$ cat src/rtl/ifid_skid_reg.sv
// IF/ID pipeline register with a one-entry skid buffer so in_ready is registered.
// Optional stall/flush statistics counters are enabled by defining IFID_STAT_EN.
module ifid_skid_reg #(
  parameter int PC_W    = 64,
  parameter int INSTR_W = 32,
  parameter int CNT_W   = 16
) (
  input  logic               clk,
  input  logic               reset_n,
  input  logic               flush,
  input  logic               in_valid,
  output logic               in_ready,
  input  logic [PC_W-1:0]    in_pc,
  input  logic [INSTR_W-1:0] in_instr,
  output logic               out_valid,
  input  logic               out_ready,
  output logic [PC_W-1:0]    out_pc,
  output logic [INSTR_W-1:0] out_instr
`ifdef IFID_STAT_EN
  ,
  output logic [CNT_W-1:0]   stall_cnt,
  output logic [CNT_W-1:0]   flush_cnt
`endif
);

  typedef enum logic [1:0] {
    ST_EMPTY = 2'd0,
    ST_FULL  = 2'd1,
    ST_SKID  = 2'd2
  } state_t;

  state_t             state, state_nxt;
  logic [PC_W-1:0]    main_pc, main_pc_nxt, skid_pc, skid_pc_nxt;
  logic [INSTR_W-1:0] main_instr, main_instr_nxt, skid_instr, skid_instr_nxt;
  logic               in_acc, out_acc;

  assign in_acc    = in_valid && in_ready;
  assign out_acc   = out_valid && out_ready;
  assign out_pc    = main_pc;
  assign out_instr = main_instr;

  // Next-state and storage update; main is zeroed whenever the stage empties so ID sees a bubble.
  always_comb begin
    state_nxt      = state;
    main_pc_nxt    = main_pc;
    main_instr_nxt = main_instr;
    skid_pc_nxt    = skid_pc;
    skid_instr_nxt = skid_instr;
    if (flush) begin
      state_nxt      = ST_EMPTY;
      main_pc_nxt    = {PC_W{1'b0}};
      main_instr_nxt = {INSTR_W{1'b0}};
      skid_pc_nxt    = {PC_W{1'b0}};
      skid_instr_nxt = {INSTR_W{1'b0}};
    end else begin
      case (state)
        ST_EMPTY: begin
          if (in_acc) begin
            state_nxt      = ST_FULL;
            main_pc_nxt    = in_pc;
            main_instr_nxt = in_instr;
          end else begin
            state_nxt = ST_EMPTY;
          end
        end
        ST_FULL: begin
          if (in_acc && out_acc) begin
            main_pc_nxt    = in_pc;
            main_instr_nxt = in_instr;
          end else if (in_acc) begin
            state_nxt      = ST_SKID;
            skid_pc_nxt    = in_pc;
            skid_instr_nxt = in_instr;
          end else if (out_acc) begin
            state_nxt      = ST_EMPTY;
            main_pc_nxt    = {PC_W{1'b0}};
            main_instr_nxt = {INSTR_W{1'b0}};
          end else begin
            state_nxt = ST_FULL;
          end
        end
        ST_SKID: begin
          if (out_acc) begin
            state_nxt      = ST_FULL;
            main_pc_nxt    = skid_pc;
            main_instr_nxt = skid_instr;
            skid_pc_nxt    = {PC_W{1'b0}};
            skid_instr_nxt = {INSTR_W{1'b0}};
          end else begin
            state_nxt = ST_SKID;
          end
        end
        default: begin
          state_nxt      = ST_EMPTY;
          main_pc_nxt    = {PC_W{1'b0}};
          main_instr_nxt = {INSTR_W{1'b0}};
          skid_pc_nxt    = {PC_W{1'b0}};
          skid_instr_nxt = {INSTR_W{1'b0}};
        end
      endcase
    end
  end

  // State, storage and handshake flags; flags are derived from the next state so they stay registered.
  always_ff @(posedge clk) begin
    if (!reset_n) begin
      state      <= ST_EMPTY;
      main_pc    <= {PC_W{1'b0}};
      main_instr <= {INSTR_W{1'b0}};
      skid_pc    <= {PC_W{1'b0}};
      skid_instr <= {INSTR_W{1'b0}};
      out_valid  <= 1'b0;
      in_ready   <= 1'b1;
    end else begin
      state      <= state_nxt;
      main_pc    <= main_pc_nxt;
      main_instr <= main_instr_nxt;
      skid_pc    <= skid_pc_nxt;
      skid_instr <= skid_instr_nxt;
      out_valid  <= (state_nxt != ST_EMPTY);
      in_ready   <= (state_nxt != ST_SKID);
    end
  end

`ifdef IFID_STAT_EN
  // Saturating statistics counters.
  always_ff @(posedge clk) begin
    if (!reset_n) begin
      stall_cnt <= {CNT_W{1'b0}};
      flush_cnt <= {CNT_W{1'b0}};
    end else begin
      if (out_valid && !out_ready && (stall_cnt != {CNT_W{1'b1}})) begin
        stall_cnt <= stall_cnt + {{(CNT_W-1){1'b0}}, 1'b1};
      end else begin
        stall_cnt <= stall_cnt;
      end
      if (flush && (flush_cnt != {CNT_W{1'b1}})) begin
        flush_cnt <= flush_cnt + {{(CNT_W-1){1'b0}}, 1'b1};
      end else begin
        flush_cnt <= flush_cnt;
      end
    end
  end
`endif

endmodule

$ cat config.mk
export PLATFORM = sky130hd
export DESIGN_NAME = ifid_skid_reg
export DESIGN_NICKNAME = d
export VERILOG_FILES = /design/src/rtl/ifid_skid_reg.sv
export SDC_FILE = /design/constraint.sdc
export NUM_CORES = 1
export LEC_CHECK = 0
export CAP_MARGIN = 20
export CORE_AREA = 2 2 175 109
export DETAILED_ROUTE_END_ITERATION = 10
export DIE_AREA = 0 0 177 111
export DONT_BUFFER_PORTS = 1
export PLACE_DENSITY = 0.7
export RECOVER_POWER = 25
export SLEW_MARGIN = 25
export SYNTH_ARGS = -nofsm -noshare
export SYNTH_HDL_FRONTEND = slang
export SYNTH_SLANG_ARGS = --single-unit
$ cat constraint.sdc
create_clock -name clk -period 1.49 [get_ports clk]
set_input_delay 0.2235 -clock clk [delete_from_list [all_inputs] [get_ports clk]]
set_output_delay 0.2235 -clock clk [all_outputs]
set_load 0.02 [all_outputs]
==> results.yml, run 1 <==
pwr:
  pwr-share-clk_pct: 36.2
  total_power_w: 0.01248
  p_comb_share_pct: 19.4
  p_int_w: 0.008800
  power_switching_w: 0.003685
  power_per_cell_area_nw_per_um2: 954.7
  seqPwrFrac_pct: 44.4
  leakage_nw: 4.138
  switching_share_pct: 29.51
  ir_drop_uv: 683.9
die:
  fp.dieW_um: 177
  fp.coreArea_um2: 18300
  pin_count: 199
  start_util_pct: 53.29
  row_count: 39
  die_h_um: 111
  design.die.area_um2: 19650
yosys:
  synth-seq-cells: 196
  postSynthAreaPerCell_um2: 8.554
  synthFlopType: "dfxtp_1"
  synth_cells: 1140
  syn-cell-area_um2: 9752
  synth_nets: 1241
  yosysUniqueCellTypes: 31
  yosys-top-cells-area: "dfxtp_1 (40%), mux2i_1 (9.9%), nand4b_1 (8.0%)"
  synthArstFlopShare_pct: 0
  synth_edf_count: 0
  yosys.area.top_type: "dfxtp_1"
  yosysSeqAreaShare_pct: 40.24
  synth_commonest_cells: "dfxtp_1 (196), a21oi_1 (100), nand3_1 (98), nor2_1 (98)"
  synth_most_common_cell: "dfxtp_1"
  yosysWarningCount: 0
  yosys.area.top_type_share_pct: 40.24
clock_tree:
  clkLatencyLatePin_ps: 450
  cts_buffers: 17
  clk_pin_slew_worst_paths_ps: 80
  cts_max_level: 4
  clockBufferDepth: 2
  cts_tree: "done"
  cts.sinks: 196
  ctsRootBufferMaster: "clkbuf_16"
sta:
  rsz0062_at_grt: "true"
  timing_hold_violations_final: 0
  worst_slack_ps: -127.8
  fin_skew_ps: 16.89
  fin_crit_sh_pct: 108.6
  period_needed_ps: 1618
  setup_viol: 163
  finalMaxSlewViolations: 0
  tightest_slew_ps: 408.2
  slew_headroom_pct: 72.79
  max_freq_mhz: 618.1
setup_path:
  crit_type: "register to register"
  worstPathCellList: "nand3b_1 -> o22ai_4 -> buf_6 -> clkbuf_16 -> a22oi_2 -> nor2_1"
  worstPathArrival_ps: 1980
  end_kind: "register"
  crit_fanout: 8
  rr_worst_depth: 6
  cp.required_ps: 1860
  cpPeakStageDelay_ps: 380
  cp_slowest_cell: "dfxtp_4"
  r2r-start: "state[1]"
  critPathLaunchType: "register"
  reg2reg_setup_slack_ps: -130
  r2r-end: "out_pc[15]"
global_routing:
  grt_overflow: 0
  grt_usage_pct: 29.80
  grt_first_pass_wirelength_um: 47710
  antenna_found_initial: 0
  grt_max_degree: 99
  grt_pass1_vias: 8685
worst_hold_path:
  min_from: "out_ready"
  holdPathStages: 4
  hold_end: "out_pc[26]"
  hp-class: "primary input to register"
detailed_routing:
  drc_errors: 0
  drt_first_iter_violations: 1679
  postRouteAntennaNets: 0
  vias: 10020
  firstDrtPassIters: 7
  vias_per_cell: 6.789
  avgRoutedWirePerCell_um: 24.36
  wirelength_um: 35960
place:
  placed_cells: 1295
  io_buffer_count: 0
  place.gp.congestion: 0.7895
  post-dp-hpwl_um: 16750
finish:
  layoutNonFillerInstCount: 1476
  antenna_cells: 0
  nets: 1319
  area_growth_pct: 34.10
  drive_gt1_share_pct: 18.62
  fillers: 1356
outcome:
  violations: "setup timing"
  status: "finished with violations"
run:
  cap_viol_max_count: 0
==> layer usage <==
layer	routed length (µm)	share of wire (%)	GRT usage [%]	vias to the layer above
met3	5018	14	10.43	72
met4	778	2.2	8.044	0
met5	0	0	0	-
li1	-	-	-	4467
met2	15350	43	42.18	689
met1	14820	41	42.68	4792
==> metrics by stage <==
| stage | TNS (ps) | hold slack (ps) | area, µm² | setup WS, ps | utilization (%) |
|---|---|---|---|---|---|
| 6_report | -10660 | 127.0 | 13080 | -127.8 | 71.47 |
| 4_1_cts | -1852 | 112.4 | 11720 | -52.10 | 64.03 |
| 2_1_floorplan | -49.83 | 364.0 | 9773 | -5.622 | - |
| 3_3_place_gp | 0 | 366.2 | 10190 | 38.33 | 55.67 |
| 3_5_place_dp | -456.0 | 370.8 | 10190 | -33.10 | 55.67 |
| 5_1_grt | -22410 | 152.1 | 13080 | -187.2 | 71.47 |
==> state kept, by name, indices dropped and copies added (netlist names) <==
signal / cells
skid_instr: 32
out_pc: 64
in_ready: 1
skid_pc: 64
state: 2
out_valid: 1
out_instr: 32
==> layout by cell type, fill, tap and decap left out, drive strengths merged <==
cell,n
nor2,100
clkbuf,40
mux2i,96
o2bb2ai,1
dlygate4sd3,96
nand2,11
a21oi,100
a22oi,96
o21ba,2
inv,7
o22ai,97
nand2b,1
a31oi,1
buf,90
bufinv,1
nor2b,1
xnor2,1
o21ai,96
nand4b,89
and2,1
nand3,98
or3,1
dfxtp,196
nor3,1
clkinvlp,2
nor4b,1
nand3b,1
clkinv,3
==> logic make-up after synthesis <==
kind of cell	Yosys count	synth area share, %
muxes	96	9.854
xor gates and xnor gates	1	0.1668
DFF	196	40.24
AOI/OAI and AO/OA	393	24.52
and+or+nand+nor	305	18.13
buffers and inverters	149	7.095
==> critical path, delay by kind of cell (launching register included) <==
kind,cells,cell delay (ps)
AO/OA/AOI/OAI,2,370
buffers and inverters,2,380
flip-flops,1,380
AND/OR/NAND/NOR,2,410
==> how the worst max path moves through the flow <==
stage                         start     endpoint  slack (ps)  cells past startpoint
final                      state[1]   out_pc[15]        -130                      6
after floorplan           out_valid  skid_pc[59]          -6                      8
after detailed placement   state[1]   out_pc[58]         -30                      5
after global placement     state[1]   out_pc[11]          40                      5
after CTS                  state[1]   out_pc[58]         -50                      5
after global routing       state[1]   out_pc[15]        -190                      6
==> what timing repair did <==
item	4_1_cts	5_1_grt
gates cloned	0	38
setup endpoints to repair	95	194
hold buffers	96	0
pin swaps	0	177
buffers inserted	0	16
resized for setup	3	162
hold endpoints to repair	96	0
==> final cells by class <==
class | count | area (µm²) | share of cell area, %
Clock buffer | 18 | 429.2 | 3.282
Clock inverter | 13 | 123.9 | 0.9472
Multi-Input combinational cell | 795 | 5470 | 41.83
Sequential cell | 196 | 3936 | 30.10
Tap cell | 246 | 307.8 | 2.354
Timing Repair Buffer | 208 | 2810 | 21.49
==> power groups by stage <==
stage	Sequential [W]	Clock, W	Combinational [W]
after floorplan	0.00563	0	0.00111
after global placement	0.00566	0	0.00148
after detailed placement	0.00566	0	0.00150
after CTS	0.00554	0.00455	0.00173
after global routing	0.00556	0.00478	0.00253
final	0.00555	0.00452	0.00242
No activity file was read; power rests on OpenSTA's default activity.
==> run 2, diff against run 1 <==
--- a/config.mk
+++ b/config.mk
@@ -10,6 +10,7 @@
 export DETAILED_ROUTE_END_ITERATION = 10
 export DIE_AREA = 0 0 177 111
 export DONT_BUFFER_PORTS = 1
+export MAX_ROUTING_LAYER = met4
 export PLACE_DENSITY = 0.7
 export RECOVER_POWER = 25
 export SLEW_MARGIN = 25
==> results.yml, run 2 (synthesis results as in run 1) <==
die:
  fp.dieW_um: 177
  row_count: 39
  die_h_um: 111
  design.die.area_um2: 19650
  pin_count: 199
  start_util_pct: 53.29
  fp.coreArea_um2: 18300
worst_hold_path:
  hold_end: "out_instr[18]"
  hp-class: "primary input to register"
  min_from: "in_instr[18]"
  holdPathStages: 4
detailed_routing:
  vias_per_cell: 6.762
  drt_first_iter_violations: 1576
  drc_errors: 0
  wirelength_um: 35090
  vias: 9927
  firstDrtPassIters: 5
  avgRoutedWirePerCell_um: 23.90
  postRouteAntennaNets: 0
place:
  placed_cell_area_um2: 10190
  place.gp.congestion: 0.8005
  io_buffer_count: 0
  post-dp-hpwl_um: 16750
clock_tree:
  cts_buffers: 17
  cts_max_level: 4
  ctsRootBufferMaster: "clkbuf_16"
  cts_tree: "done"
  clk_pin_slew_worst_paths_ps: 80
  cts.sinks: 196
  clkLatencyLatePin_ps: 450
  clockBufferDepth: 2
setup_path:
  r2r-end: "skid_pc[36]"
  crit_cells: 7
  path_delay_family: "simple AND/OR/NAND/NOR gates"
  rr_worst_depth: 7
  r2r-start: "out_valid"
  cp.buffers_inverters: 3
  crit_fanout: 17
  cp_slowest_cell: "dfxtp_4"
  crit_type: "register to register"
  end_kind: "register"
  cp.required_ps: 1860
  worstPathCellList: "and2_4 -> buf_6 -> nor2_4 -> buf_4 -> clkbuf_16 -> nand4b_1 -> a21oi_1"
  worstPathArrival_ps: 2020
  critPathLaunchType: "register"
  cpPeakStageDelay_ps: 350
  reg2reg_setup_slack_ps: -160
pwr:
  total_power_w: 0.01237
  power_per_cell_area_nw_per_um2: 961.2
  ir_drop_uv: 687.4
  leakage_nw: 4.056
sta:
  fin_crit_sh_pct: 110.8
  slew_headroom_pct: 72.26
  tightest_slew_ps: 416.1
  worst_slack_ps: -160.6
  rsz0062_at_grt: "true"
  finalMaxSlewViolations: 0
  max_freq_mhz: 605.8
  fin_skew_ps: 14.72
  timing_hold_violations_final: 0
  setup_viol: 156
  period_needed_ps: 1651
finish:
  drive_gt1_share_pct: 16.86
  nets: 1311
  layout_common_cells: "dfxtp_1 (192), nand3_1 (98), nor2_1 (98)"
  final_area_um2: 12870
  final_common_cell: "dfxtp_1"
  area_growth_pct: 31.99
  antenna_cells: 0
outcome:
  violations: "setup timing"
  status: "finished with violations"
global_routing:
  grt_overflow: 0
  grt_max_degree: 99
  grt_pass1_vias: 8679
  antenna_found_initial: 0
  grt_usage_pct: 30.72
  grt_first_pass_wirelength_um: 47760
run:
  cap_viol_max_count: 0
run 2: what timing repair did:
item | in CTS | in global routing
hold buffers | 96 | 0
setup buffers | 0 | 16
resized for setup | 3 | 99
endpoints found under the hold margin | 96 | 0
endpoints found under the setup margin | 95 | 194
cloned | 0 | 30
pin swaps | 0 | 119
run 2: area by class of cell:
class	instances	area [µm²]
well taps	246	307.8
clock buffers	18	429.2
fillers	1381	5428
repair buffers	200	2665
flip-flops and latches	196	3936
multi-input cells	795	5409
clock inverters	13	123.9
run 2: layer usage:
| layer | wire, µm | share of wire, % | global-route usage [%] | vias up |
|---|---|---|---|---|
| met3 | 4473 | 13 | 10.39 | 68 |
| met1 | 14830 | 42 | 43.12 | 4777 |
| met2 | 15080 | 43 | 41.95 | 639 |
| met5 | 0 | 0 | - | - |
| li1 | - | - | - | 4443 |
| met4 | 714 | 2.0 | 7.879 | 0 |
run 2: metrics by stage:
stage	utilization [%]	setup TNS (ps)	hold WS, ps	cells	setup slack (ps)
2_1_floorplan	-	-49.83	364.0	1140	-5.622
3_3_place_gp	55.67	0	366.2	1295	38.33
3_5_place_dp	55.67	-456.0	370.8	1295	-33.10
4_1_cts	64.03	-1852	112.4	1422	-52.10
5_1_grt	70.34	-24730	139.4	1468	-246.2
6_report	70.34	-12950	121.5	1468	-160.6
run 2: report_power, final:
| group | internal (W) | switching [W] |
|---|---|---|
| logic | 0.00107 | 0.00124 |
| clock network | 0.00233 | 0.00218 |
| registers | 0.00535 | 0.000196 |
| total | 0.00875 | 0.00362 |
run 2: tightest hold or removal path, stage by stage:
cell and delay [ps]:
nand3_1 60, o22ai_1 90, a22oi_2 120, nor2_1 50
run 2: how the worst max path moves through the flow:
stage	startpoint	slack [ps]	endpoint
after floorplan	out_valid	-6	skid_pc[59]
after global placement	state[1]	40	out_pc[11]
after global routing	out_valid	-250	skid_instr[23]
after detailed placement	state[1]	-30	out_pc[58]
after CTS	state[1]	-50	out_pc[58]
final	out_valid	-160	skid_pc[36]
==> run 3, diff against run 2 <==
--- a/config.mk
+++ b/config.mk
@@ -17,3 +17,4 @@
 export SYNTH_ARGS = -nofsm -noshare
 export SYNTH_HDL_FRONTEND = slang
 export SYNTH_SLANG_ARGS = --single-unit
+export TNS_END_PERCENT = 30
==> constraint.sdc (replaced) <==
create_clock -name clk -period 1.49 [get_ports clk]
set_input_delay 0.2235 -clock clk [delete_from_list [all_inputs] [get_ports clk]]
set_output_delay 0.2235 -clock clk [all_outputs]
set_load 0.05 [all_outputs]
==> results.yml, run 3 (synthesis results as in run 1) <==
finish:
  area_growth_pct: 35.86
  drive_gt1_share_pct: 22.24
  seqCellArea_um2: 3939
  layout_common_cells: "dfxtp_1 (192), nand3_1 (98), nor2_1 (97)"
  multi_input_area_um2: 5502
  nets: 1374
  fillers: 1352
  antenna_cells: 0
  final_common_cell: "dfxtp_1"
detailed_routing:
  wirelength_um: 35750
  postRouteAntennaNets: 0
  vias_per_cell: 6.742
  drt_first_iter_violations: 1299
  vias: 10330
  firstDrtPassIters: 5
  drc_errors: 0
  avgRoutedWirePerCell_um: 23.33
clock_tree:
  cts_max_level: 4
  cts_buffers: 17
  clockBufferDepth: 2
  clk_pin_slew_worst_paths_ps: 70
  ctsRootBufferMaster: "clkbuf_16"
  clkLatencyLatePin_ps: 440
  cts.sinks: 196
  cts_tree: "done"
setup_path:
  end_kind: "register"
  cp_slowest_cell: "dfxtp_4"
  crit_type: "register to register"
  worstPathCellList: "nand3b_1 -> o22ai_4 -> clkbuf_16 -> clkbuf_16 -> a22oi_1 -> nor2_1"
  cpPeakStageDelay_ps: 410
  path_delay_family: "buffers and inverters"
  cp.required_ps: 1870
  worstPathArrival_ps: 1990
  crit_path_frequent_cell: "clkbuf_16"
  cp.buffers_inverters: 2
  crit_cells: 6
  crit_fanout: 10
  critPathLaunchType: "register"
  rr_worst_depth: 6
place:
  post-dp-hpwl_um: 17320
  place.gp.congestion: 0.7908
  io_buffer_count: 0
die:
  die_h_um: 111
  design.die.area_um2: 19650
  fp.dieW_um: 177
  row_count: 39
  pin_count: 199
  fp.coreArea_um2: 18300
  start_util_pct: 53.29
worst_hold_path:
  hp-class: "primary input to register"
  holdPathStages: 4
pwr:
  total_power_w: 0.01272
  ir_drop_uv: 748.7
  leakage_nw: 4.325
  power_per_cell_area_nw_per_um2: 959.7
sta:
  setup_viol: 102
  rsz0062_at_grt: "true"
  period_needed_ps: 1618
  finalMaxSlewViolations: 0
  slew_headroom_pct: 61.01
  worst_slack_ps: -128.2
  max_freq_mhz: 618.0
  whs_ps: 121.4
  fin_crit_sh_pct: 108.6
  fin_skew_ps: 11.54
  tightest_slew_ps: 584.1
  timing_hold_violations_final: 0
global_routing:
  antenna_found_initial: 0
  grt_pass1_vias: 9644
  grt_usage_pct: 32.80
  grt_first_pass_wirelength_um: 50760
  grt_max_degree: 99
  grt_overflow: 0
outcome:
  status: "finished with violations"
  violations: "setup timing"
run:
  cap_viol_max_count: 0
-- run 3: changes by cell type in the layout (fill, tap and decap cells not counted), moves of 9 or more --
cell,delta
a22oi_1,-34
a22oi_2,+34
buf_4,+39
clkbuf_2,+37
o21ai_2,-9
-- run 3: worst paths after layout --
| kind | slack, ps | endpoint | start |
|---|---|---|---|
| worst min-delay path | 120 | out_pc[50] | in_pc[50] |
| worst max register to register | -130 | out_pc[19] | state[1] |
| worst min register to register | 480 | skid_pc[7] | skid_pc[7] |
| worst max-delay path | -130 | out_pc[19] | state[1] |
-- run 3: what timing repair did --
| item | in CTS | in global routing |
|---|---|---|
| endpoints found under the hold margin | 96 | 0 |
| hold buffers | 96 | 0 |
| gates resized for setup | 2 | 56 |
| endpoints found under the setup margin | 18 | 143 |
| pin swaps | 1 | 51 |
| buffers inserted | 1 | 9 |
| gates cloned | 1 | 20 |
-- run 3: layer usage --
layer / routed length [µm] / vias to the layer above / global-route usage [%]
met5: 0 / - / -
met4: 654 / 0 / 8.815
met3: 4469 / 79 / 9.191
met2: 15850 / 694 / 48.51
met1: 14770 / 4984 / 43.97
li1: - / 4572 / -
-- run 3: tightest hold or removal path, stage by stage --
cell and delay (ps):
nand3_1 60, o22ai_1 80, a22oi_2 110, nor2_1 40
-- run 3: final cells by class --
class / count / area share [%]
tap: 246 / 2.323
clock inverter: 15 / 1.095
timing repair buffer: 263 / 22.12
sequential: 196 / 29.73
multi-input combinational: 795 / 41.52
clock buffer: 17 / 3.211
-- run 3: where the power goes --
part / internal, W / total, W / leakage, nW / switching, W
registers: 0.00534 / 0.00543 / 1.59 / 0.0000894
clock network: 0.00235 / 0.00459 / 0.271 / 0.00224
logic: 0.00112 / 0.00269 / 2.47 / 0.00157
-- run 3: metrics by stage --
| step | instance area [µm²] | setup WS (ps) | utilization [%] | std cells | TNS [ps] |
|---|---|---|---|---|---|
| 2_1_floorplan | 10010 | -48.75 | - | 1140 | -3809 |
| 3_3_place_gp | 10950 | 5.711 | 59.82 | 1373 | 0 |
| 3_5_place_dp | 10950 | -36.78 | 59.82 | 1373 | -169.7 |
| 4_1_cts | 12540 | -46.12 | 68.54 | 1503 | -736.3 |
| 5_1_grt | 13250 | -184.5 | 72.40 | 1532 | -12100 |
| 6_report | 13250 | -128.2 | 72.40 | 1532 | -6317 |
